### src/rtl/term_writer.sv
// term_writer: decodes an ASCII byte stream into VGA terminal writes (data/dtype/dstrobe) with a shadow cursor.
// Define ESC_POS_EN to enable ESC row col absolute cursor positioning.
module term_writer #(
  parameter int COLS = 80,
  parameter int ROWS = 30,
  parameter int STB_CYCLES = 4,
  parameter logic [7:0] CLEAR_CHAR = 8'h20
) (
  input  logic       clk,
  input  logic       reset,
  input  logic [7:0] in_data,
  input  logic       in_valid,
  output logic       in_ready,
  output logic [7:0] data,
  output logic [1:0] dtype,
  output logic       dstrobe,
  output logic       busy,
  output logic [5:0] cur_row,
  output logic [6:0] cur_col
);
  localparam int TW = $clog2(STB_CYCLES + 1);
  localparam logic [11:0] CELLS = 12'(ROWS * COLS);
  typedef enum logic [1:0] {IDLE, SETUP, HIGH, LOW} state_t;
  typedef enum logic [1:0] {SQ_NONE, SQ_INIT, SQ_CLR, SQ_POS} seq_t;
  state_t state, state_n;
  seq_t seq;
  logic [2:0] ph;
  logic [11:0] cnt;
  logic [TW-1:0] tcnt;
  logic t_last, accept, seq_go, launch, sq_last, dec_go, esc_busy, pos_start;
  logic [1:0] sq_type, dec_type;
  logic [7:0] sq_data, dec_data, tab_col, pos_row, pos_col;
`ifdef ESC_POS_EN
  logic [1:0] esc_st;
  logic [7:0] esc_row, esc_col;
  assign esc_busy = esc_st != 2'd0;
  assign pos_start = accept && esc_st == 2'd2;
  assign pos_row = esc_row;
  assign pos_col = esc_col;
  always_ff @(posedge clk or posedge reset) begin
    if (reset) begin
      esc_st <= 2'd0;
      esc_row <= 8'd0;
      esc_col <= 8'd0;
    end else if (accept) begin
      if (esc_st == 2'd1) begin
        esc_row <= in_data > 8'(ROWS - 1) ? 8'(ROWS - 1) : in_data;
        esc_st <= 2'd2;
      end else if (esc_st == 2'd2) begin
        esc_col <= in_data > 8'(COLS - 1) ? 8'(COLS - 1) : in_data;
        esc_st <= 2'd0;
      end else if (in_data == 8'h1b) begin
        esc_st <= 2'd1;
      end
    end
  end
`else
  assign esc_busy = 1'b0;
  assign pos_start = 1'b0;
  assign pos_row = 8'd0;
  assign pos_col = 8'd0;
`endif
  assign in_ready = state == IDLE && seq == SQ_NONE;
  assign busy = !in_ready;
  assign dstrobe = state == HIGH;
  assign accept = in_valid && in_ready;
  assign t_last = tcnt == TW'(STB_CYCLES - 1);
  assign seq_go = seq != SQ_NONE && (state == IDLE || (state == LOW && t_last));
  assign launch = seq_go || (accept && dec_go);
  assign tab_col = ({1'b0, cur_col} | 8'd7) + 8'd1;
  // Sequence phases: 0 row, 1 col, 2 clear cells, 3 row, 4 col; INIT and POS stop after phase 1
  assign sq_type = ph == 3'd2 ? 2'd0 : (ph == 3'd0 || ph == 3'd3) ? 2'd2 : 2'd1;
  assign sq_data = ph == 3'd2 ? CLEAR_CHAR : seq == SQ_POS ? (ph == 3'd0 ? pos_row : pos_col) : 8'd0;
  assign sq_last = ph == 3'd4 || (seq != SQ_CLR && ph == 3'd1);
  always_comb begin
    dec_go = 1'b0;
    dec_type = 2'd0;
    dec_data = in_data;
    if (esc_busy) begin
      dec_go = 1'b0;
    end else if (in_data >= 8'h20 && in_data <= 8'h7e) begin
      dec_go = 1'b1;
    end else if (in_data == 8'h0d) begin
      dec_go = 1'b1;
      dec_type = 2'd1;
      dec_data = 8'd0;
    end else if (in_data == 8'h0a) begin
      dec_go = 1'b1;
      dec_type = 2'd2;
      dec_data = cur_row == 6'(ROWS - 1) ? 8'd0 : {2'b0, cur_row} + 8'd1;
    end else if (in_data == 8'h08) begin
      dec_go = cur_col != 7'd0;
      dec_type = 2'd1;
      dec_data = {1'b0, cur_col} - 8'd1;
    end else if (in_data == 8'h09) begin
      dec_go = 1'b1;
      dec_type = 2'd1;
      dec_data = tab_col > 8'(COLS - 1) ? 8'(COLS - 1) : tab_col;
    end
  end
  always_comb begin
    state_n = state;
    case (state)
      IDLE:    state_n = launch ? SETUP : IDLE;
      SETUP:   state_n = HIGH;
      HIGH:    state_n = t_last ? LOW : HIGH;
      LOW:     state_n = t_last ? (seq_go ? SETUP : IDLE) : LOW;
      default: state_n = IDLE;
    endcase
  end
  always_ff @(posedge clk or posedge reset) begin
    if (reset) state <= IDLE;
    else state <= state_n;
  end
  always_ff @(posedge clk or posedge reset) begin
    if (reset) begin
      seq <= SQ_INIT;
      ph <= 3'd0;
      cnt <= 12'd0;
      tcnt <= '0;
      data <= 8'd0;
      dtype <= 2'd0;
      cur_row <= 6'd0;
      cur_col <= 7'd0;
    end else begin
      tcnt <= (state == HIGH || state == LOW) && !t_last ? tcnt + TW'(1) : '0;
      if (launch) begin
        data <= seq_go ? sq_data : dec_data;
        dtype <= seq_go ? sq_type : dec_type;
      end
      if (seq_go) begin
        seq <= sq_last ? SQ_NONE : seq;
        ph <= sq_last ? 3'd0 : (ph == 3'd2 && cnt != CELLS - 12'd1) ? ph : ph + 3'd1;
        cnt <= ph == 3'd2 ? cnt + 12'd1 : cnt;
      end else if (accept && !esc_busy && in_data == 8'h0c) begin
        seq <= SQ_CLR;
        ph <= 3'd0;
        cnt <= 12'd0;
      end else if (pos_start) begin
        seq <= SQ_POS;
        ph <= 3'd0;
      end
      // SETUP -> HIGH is the strobe's rising edge, where the terminal applies the op
      if (state == SETUP) begin
        if (dtype == 2'd1) begin
          cur_col <= data[6:0];
        end else if (dtype == 2'd2) begin
          cur_row <= data[5:0];
        end else if (cur_col == 7'(COLS - 1)) begin
          cur_col <= 7'd0;
          cur_row <= cur_row == 6'(ROWS - 1) ? 6'd0 : cur_row + 6'd1;
        end else begin
          cur_col <= cur_col + 7'd1;
        end
      end
    end
  end
endmodule

### config.mk
export PLATFORM = sky130hd
export DESIGN_NAME = term_writer
export DESIGN_NICKNAME = d
export VERILOG_FILES = /design/src/rtl/term_writer.sv
export SDC_FILE = /design/constraint.sdc
export NUM_CORES = 1
export LEC_CHECK = 0
export CORE_MARGIN = 10
export CORE_UTILIZATION = 45
export DETAILED_ROUTE_END_ITERATION = 7
export DONT_BUFFER_PORTS = 1
export SYNTH_ARGS = -nofsm -noshare
export SYNTH_HDL_FRONTEND = slang
export SYNTH_SLANG_ARGS = --single-unit
### constraint.sdc
create_clock -name clk -period 6.8 [get_ports clk]
set_clock_uncertainty 0.05 [all_clocks]
set_input_delay 1.02 -clock clk [delete_from_list [all_inputs] [get_ports clk]]
set_output_delay 1.02 -clock clk [all_outputs]
set_load 0.05 [all_outputs]
## Word level (Yosys, flattened, before mapping)

Index checks and enable logic that the tools add are counted.

| cells by class | value |
|---|---|
| $add $sub $neg | 8 |
| multipliers | 0 |
| divide/modulo/power cells | 0 |
| $lt $le $gt $ge | 3 |
| equality and inequality tests | 23 |
| shifts and indexed selects | 0 |
| muxes and demuxes | 44 |
| bitwise gates (word level) | 1 |
| reductions and logical operators | 29 |

Operators with widths:

| kind | number |
|---|---|
| 8-bit 2-to-1 mux | 7 |
| 8-bit by 4-bit equality test with 1-bit output (second input constant) | 5 |
| 12-bit 2-to-1 mux | 3 |
| 7-bit 2-to-1 mux | 4 |
| 6-bit 2-to-1 mux | 4 |
| 2-bit 2-to-1 mux | 10 |
| 3-bit 2-to-1 mux | 5 |
| 12-bit by 1-bit adder with 12-bit output (second input constant) | 1 |
| 12-bit != test (second input constant) | 1 |
| 1-bit logical AND | 10 |
| 1-bit 2-to-1 mux | 10 |
| 3-bit by 2-bit equality test with 1-bit output (second input constant) | 3 |
| 7-bit by 1-bit adder with 8-bit output (second input constant) | 1 |
| 8-bit by 6-bit greater-or-equal comparator with 1-bit output (second input constant) | 1 |
| 8-bit by 7-bit greater-than comparator with 1-bit output (second input constant) | 1 |
| 8-bit by 7-bit <= comparator with 1-bit output (second input constant) | 1 |
| 2-bit one-hot mux with 4 select lines | 1 |
| 2-bit AND reduction | 4 |
| 7-bit by 1-bit subtractor with 8-bit output (second input constant) | 1 |
| 6-bit by 1-bit adder with 7-bit output (second input constant) | 1 |
| 7-bit by 1-bit adder with 7-bit output (second input constant) | 1 |
| 7-bit equality test (second input constant) | 1 |
| 7-bit nonzero test | 1 |
| 3-bit by 1-bit adder with 3-bit output (second input constant) | 2 |
| other kinds (16) | 29 |

| storage, ports and cells | value |
|---|---|
| flip-flop bits (word level) | 45 |
| bits in latches | 0 |
| memory bits (writable) | 0 |
| bits in read-only memories | 0 |
| input port bits | 11 |
| output and inout port bits | 26 |
| word-level logic and storage cells | 117 |
| memories kept | 0 |

## Longest topological paths before layout

| logic depth | value |
|---|---|
| word-level depth | 10 |
| depth in mapped cells | 9 |
| mapped depth without buffers | 7 |

## Worst setup path before layout

OpenSTA, ideal clock, no wires.

| timing path | value |
|---|---|
| path type | reg2out |
| start point | register state[0] |
| end point | output port busy |
| arrival | 2114 ps |
| required time | 5730 ps |
| slack | 3616 ps |
| cell stages (with the launch flop) | 4 |
| buffers on the path | 1 |
| path through | dfrtp_1 > clkbuf_1 > nor4_2 > inv_1 |

| on the way | value |
|---|---|
| word-level cells in the longest chain between the ends | 3 |

Ends and longest elaborated chain:

| what | RTL line | text |
|---|---|---|
| start: declaration | 25 | `state_t state, state_n;` |
| start signal: assignment | 113 | `else state <= state_n;` |
| 2-bit logical NOT | 63 | `assign in_ready = state == IDLE && seq == SQ_NONE;` |
| 1-bit logical AND | 63 |  |
| net in_ready | 13 | `output logic in_ready,` |
| 1-bit logical NOT | 64 | `assign busy = !in_ready;` |
| end: declaration | 17 | `output logic busy,` |

The timed path passes the listed nets, and every way through them passes these cells.

## Worst setup path in the final report

| timing path | value |
|---|---|
| start point | register state[1] |
| end point | output port busy |

Same word-level chain as after synthesis.

==> results_dict.tcl <==
set metrics [dict create \
    status "completed" \
    worst_slew_margin 0.329 \
    floorplan.die_area_sq_um 11100 \
    drive_above_1_share 0.0853 \
    combinationalPowerShare 0.039 \
    internal_power_uw 386 \
    grt_start_max_net_pins 46 \
    dr_total_vias 2931 \
    number_of_ports_placed_on_the_die_boundary 37 \
    worst_ep_required_time_ns 5.73 \
    grt_remaining_overflow 0 \
    postLayoutSetupSlackWorst_ns 3.62 \
    tightestPinTransition_ns 0.999 \
    maxSlewViolCount 0 \
    post_dp_cell_area_sq_um 3290 \
    postRouteAntennaNets 0 \
    grt_pass1_vias 2715 \
    power.switching_fraction 0.233 \
    setup_tns_ns 0 \
    timing_hold_violations_final 0 \
    area.growth.synth_to_final_pct 3.93 \
    antenna_found_initial 0 \
    synth.yosys.seq_area_share 0.344 \
    worstPathCellList "nor4_4, inv_1" \
    yosysWarnings 0 \
    number_of_instances_in_the_synthesized_netlist 387 \
    power_frac_seq 0.531 \
    start_util 0.457 \
    asyncSetResetFlopFracSynth 1.00 \
    drt-wirelength-per-cell_um 18.7 \
    root_buffer "sky130_fd_sc_hd__clkbuf_8" \
    grtUsageTotal 0.155 \
    detailedPlace.worstSlack_ns 3.80 \
    clock.fmax_mhz 314 \
    cell_accounting_for_the_most_synthesized_area "sky130_fd_sc_hd__dfrtp_1" \
    numClockSinks 45 \
    path_buf_inv 1 \
    floorplan.rows 31 \
    post-route-min-period_ns 3.18 \
    largest_stage_delay_on_the_critical_path_ns 0.85 \
    cts_inserted_buffers 5 \
    power_density_nw_per_um2 148 \
    drt_first_pass_iters 5 \
    finalWeightedCongestion 0.885 \
    average_cell_area_after_synthesis_sq_um 8.48 \
    synth_common_cells "44 x sky130_fd_sc_hd__dfrtp_1, 44 x sky130_fd_sc_hd__o21ai_0, 32 x sky130_fd_sc_hd__nand2_1" \
    die_h_um 105 \
    cts.reportedPaths.clkPinSlew_ns 0.09 \
    cts_resized 0 \
    hold_buffers 0 \
    finalInstanceArea_sq_um 3410 \
    route.final.wire_length_um 8880 \
    drv.max_cap_violation_count 0 \
    dr.first_iter.drc_count 199 \
    switching_power_uw 117 \
    number_of_enable_flip_flop_cells_after_synthesis 0 \
    p_leak_uw 0.00129 \
    final.period_utilization 0.468 \
    worst_path_dominant_cell_family "simple AND/OR/NAND/NOR gates" \
    syn-cell-area_sq_um 3280 \
    antenna_cells_inserted 0 \
    clock_power_share 0.430 \
    synth_ff_type "sky130_fd_sc_hd__dfrtp_1" \
    tritoncts "built" \
    clock_latency_ns 0.31 \
    synth_top_area_frac 0.336 \
    yosysUniqueCellTypes 68 \
    path_max_fanout 7 \
    cp_slowest_cell "sky130_fd_sc_hd__nor4_4" \
    cts_max_level 2 \
    critical_path.endpoint_type "output port" \
    finalSetupViolations 0 \
    hpwl_um 6560 \
    critPathLaunchType "flip-flop" \
    buffer_ports.inserted 0 \
    worst-endpoint-arrival_ns 2.11 \
    global_route_wire_length_before_repair_um 14200 \
    synth.net_count 413 \
    core_area_sq_um 7180 \
    avgViaCountPerCell 6.18 \
    ys_top_cells_by_area "sky130_fd_sc_hd__dfrtp_1 34%, sky130_fd_sc_hd__o21ai_0 6.7%, sky130_fd_sc_hd__ha_1 5.7%" \
    rsz0062_at_grt "false" \
    num-nets-final 400 \
    post-route-drc-count 0 \
    vdd_drop_max_uv 76.9 \
    clk_path_buf_depth 2 \
    synth-seq-cells 45 \
    holdCritPathClass "reg2reg" \
    die_width_um 105 \
    worstSetupPathType "reg2out" \
    post_cts_buffers 0 \
]
==> routing by layer <==
| layer | global-route usage | part of all wire | vias up |
|---|---|---|---|
| li1 | - | - | 1403 |
| met3 | 0.0359 | 0.053 | 8 |
| met1 | 0.192 | 0.44 | 1432 |
| met5 | 0 | 0 | - |
| met4 | 0.0412 | 0.0083 | 0 |
| met2 | 0.265 | 0.50 | 88 |
==> worst paths after layout <==
kind	startpoint	end	slack, ns	cells after the start
max in group asynchronous	reset	cur_col[4]	5.36	1
min in group asynchronous	reset	cur_row[1]	0.75	1
worst max register to register	cur_col[0]	dtype[1]	3.75	6
worst max-delay path	state[1]	busy	3.62	2
worst min-delay path	tcnt[0]	tcnt[0]	0.42	1
worst min register to register	tcnt[0]	tcnt[0]	0.42	1
==> per-stage QoR <==
stage	utilization	instances	power, uW	hold slack, ns
detailed placement	0.459	466	293	0.395
global placement	0.459	466	293	0.373
global route	0.475	474	521	0.425
finish	0.475	474	503	0.415
CTS	0.475	474	510	0.409
floorplan	-	387	293	0.360
==> area by class of cell <==
cell class,count,area (sq um)
clock buffer,5,68.8
clock inverter,3,47.5
fill,712,3770
inverter,19,71.3
multi-input combinational,302,1960
sequential,45,1130
tap,99,124
timing repair buffer,1,7.51
==> cells by family (layout without fill, tap and decap cells) <==
group / after synthesis / count (layout) / share of synthesized area
AOI/OAI and AO/OA: 119 / 119 / 0.238
and+or+nand+nor: 153 / 153 / 0.257
xor gates and xnor gates: 8 / 8 / 0.0214
buffers and inverters: 40 / 28 / 0.0606
muxes: 7 / 7 / 0.0225
adders and majority gates: 15 / 15 / 0.0572
DFF: 45 / 45 / 0.344
==> state kept, by name, summed over array words and instances, names as in the netlist <==
register and flops:
cnt 12, cur_col 7, cur_row 6, data 8, dtype 2, ph 3, seq 2, state 2
tcnt 3
==> power groups by stage <==
| stage | registers (uW) | clock network (uW) | logic [uW] |
|---|---|---|---|
| floorplan | 273 | 0 | 20.2 |
| global placement | 273 | 0 | 19.9 |
| detailed placement | 273 | 0 | 20.0 |
| CTS | 267 | 223 | 20.1 |
| global route | 267 | 231 | 22.2 |
| finish | 267 | 216 | 19.6 |
==> placed cells by master, fill, tap and decap left out, drive strengths merged, types with 2 or more instances in the layout <==
cell type  instances
mux2i              4
nor2b              7
nor4               5
inv               21
xor2               6
nand4              9
nor3b              4
a31o               5
and2               2
and3               7
or2                2
a21oi             21
o22ai              2
o21ai             44
a31oi              6
or4                3
a22oi              2
clkbuf             5
dfrtp             44
ha                15
o2111ai            2
a2111oi            2
nand2             32
o31ai              6
o21bai             4
or3b               2
nor4bb             2
and4               5
a211oi             9
xnor2              2
mux2               3
nor3              15
nor2              31
nand3             12
a32oi              2
or3                2
nand2b             9
(Power assumes the default switching activity.)
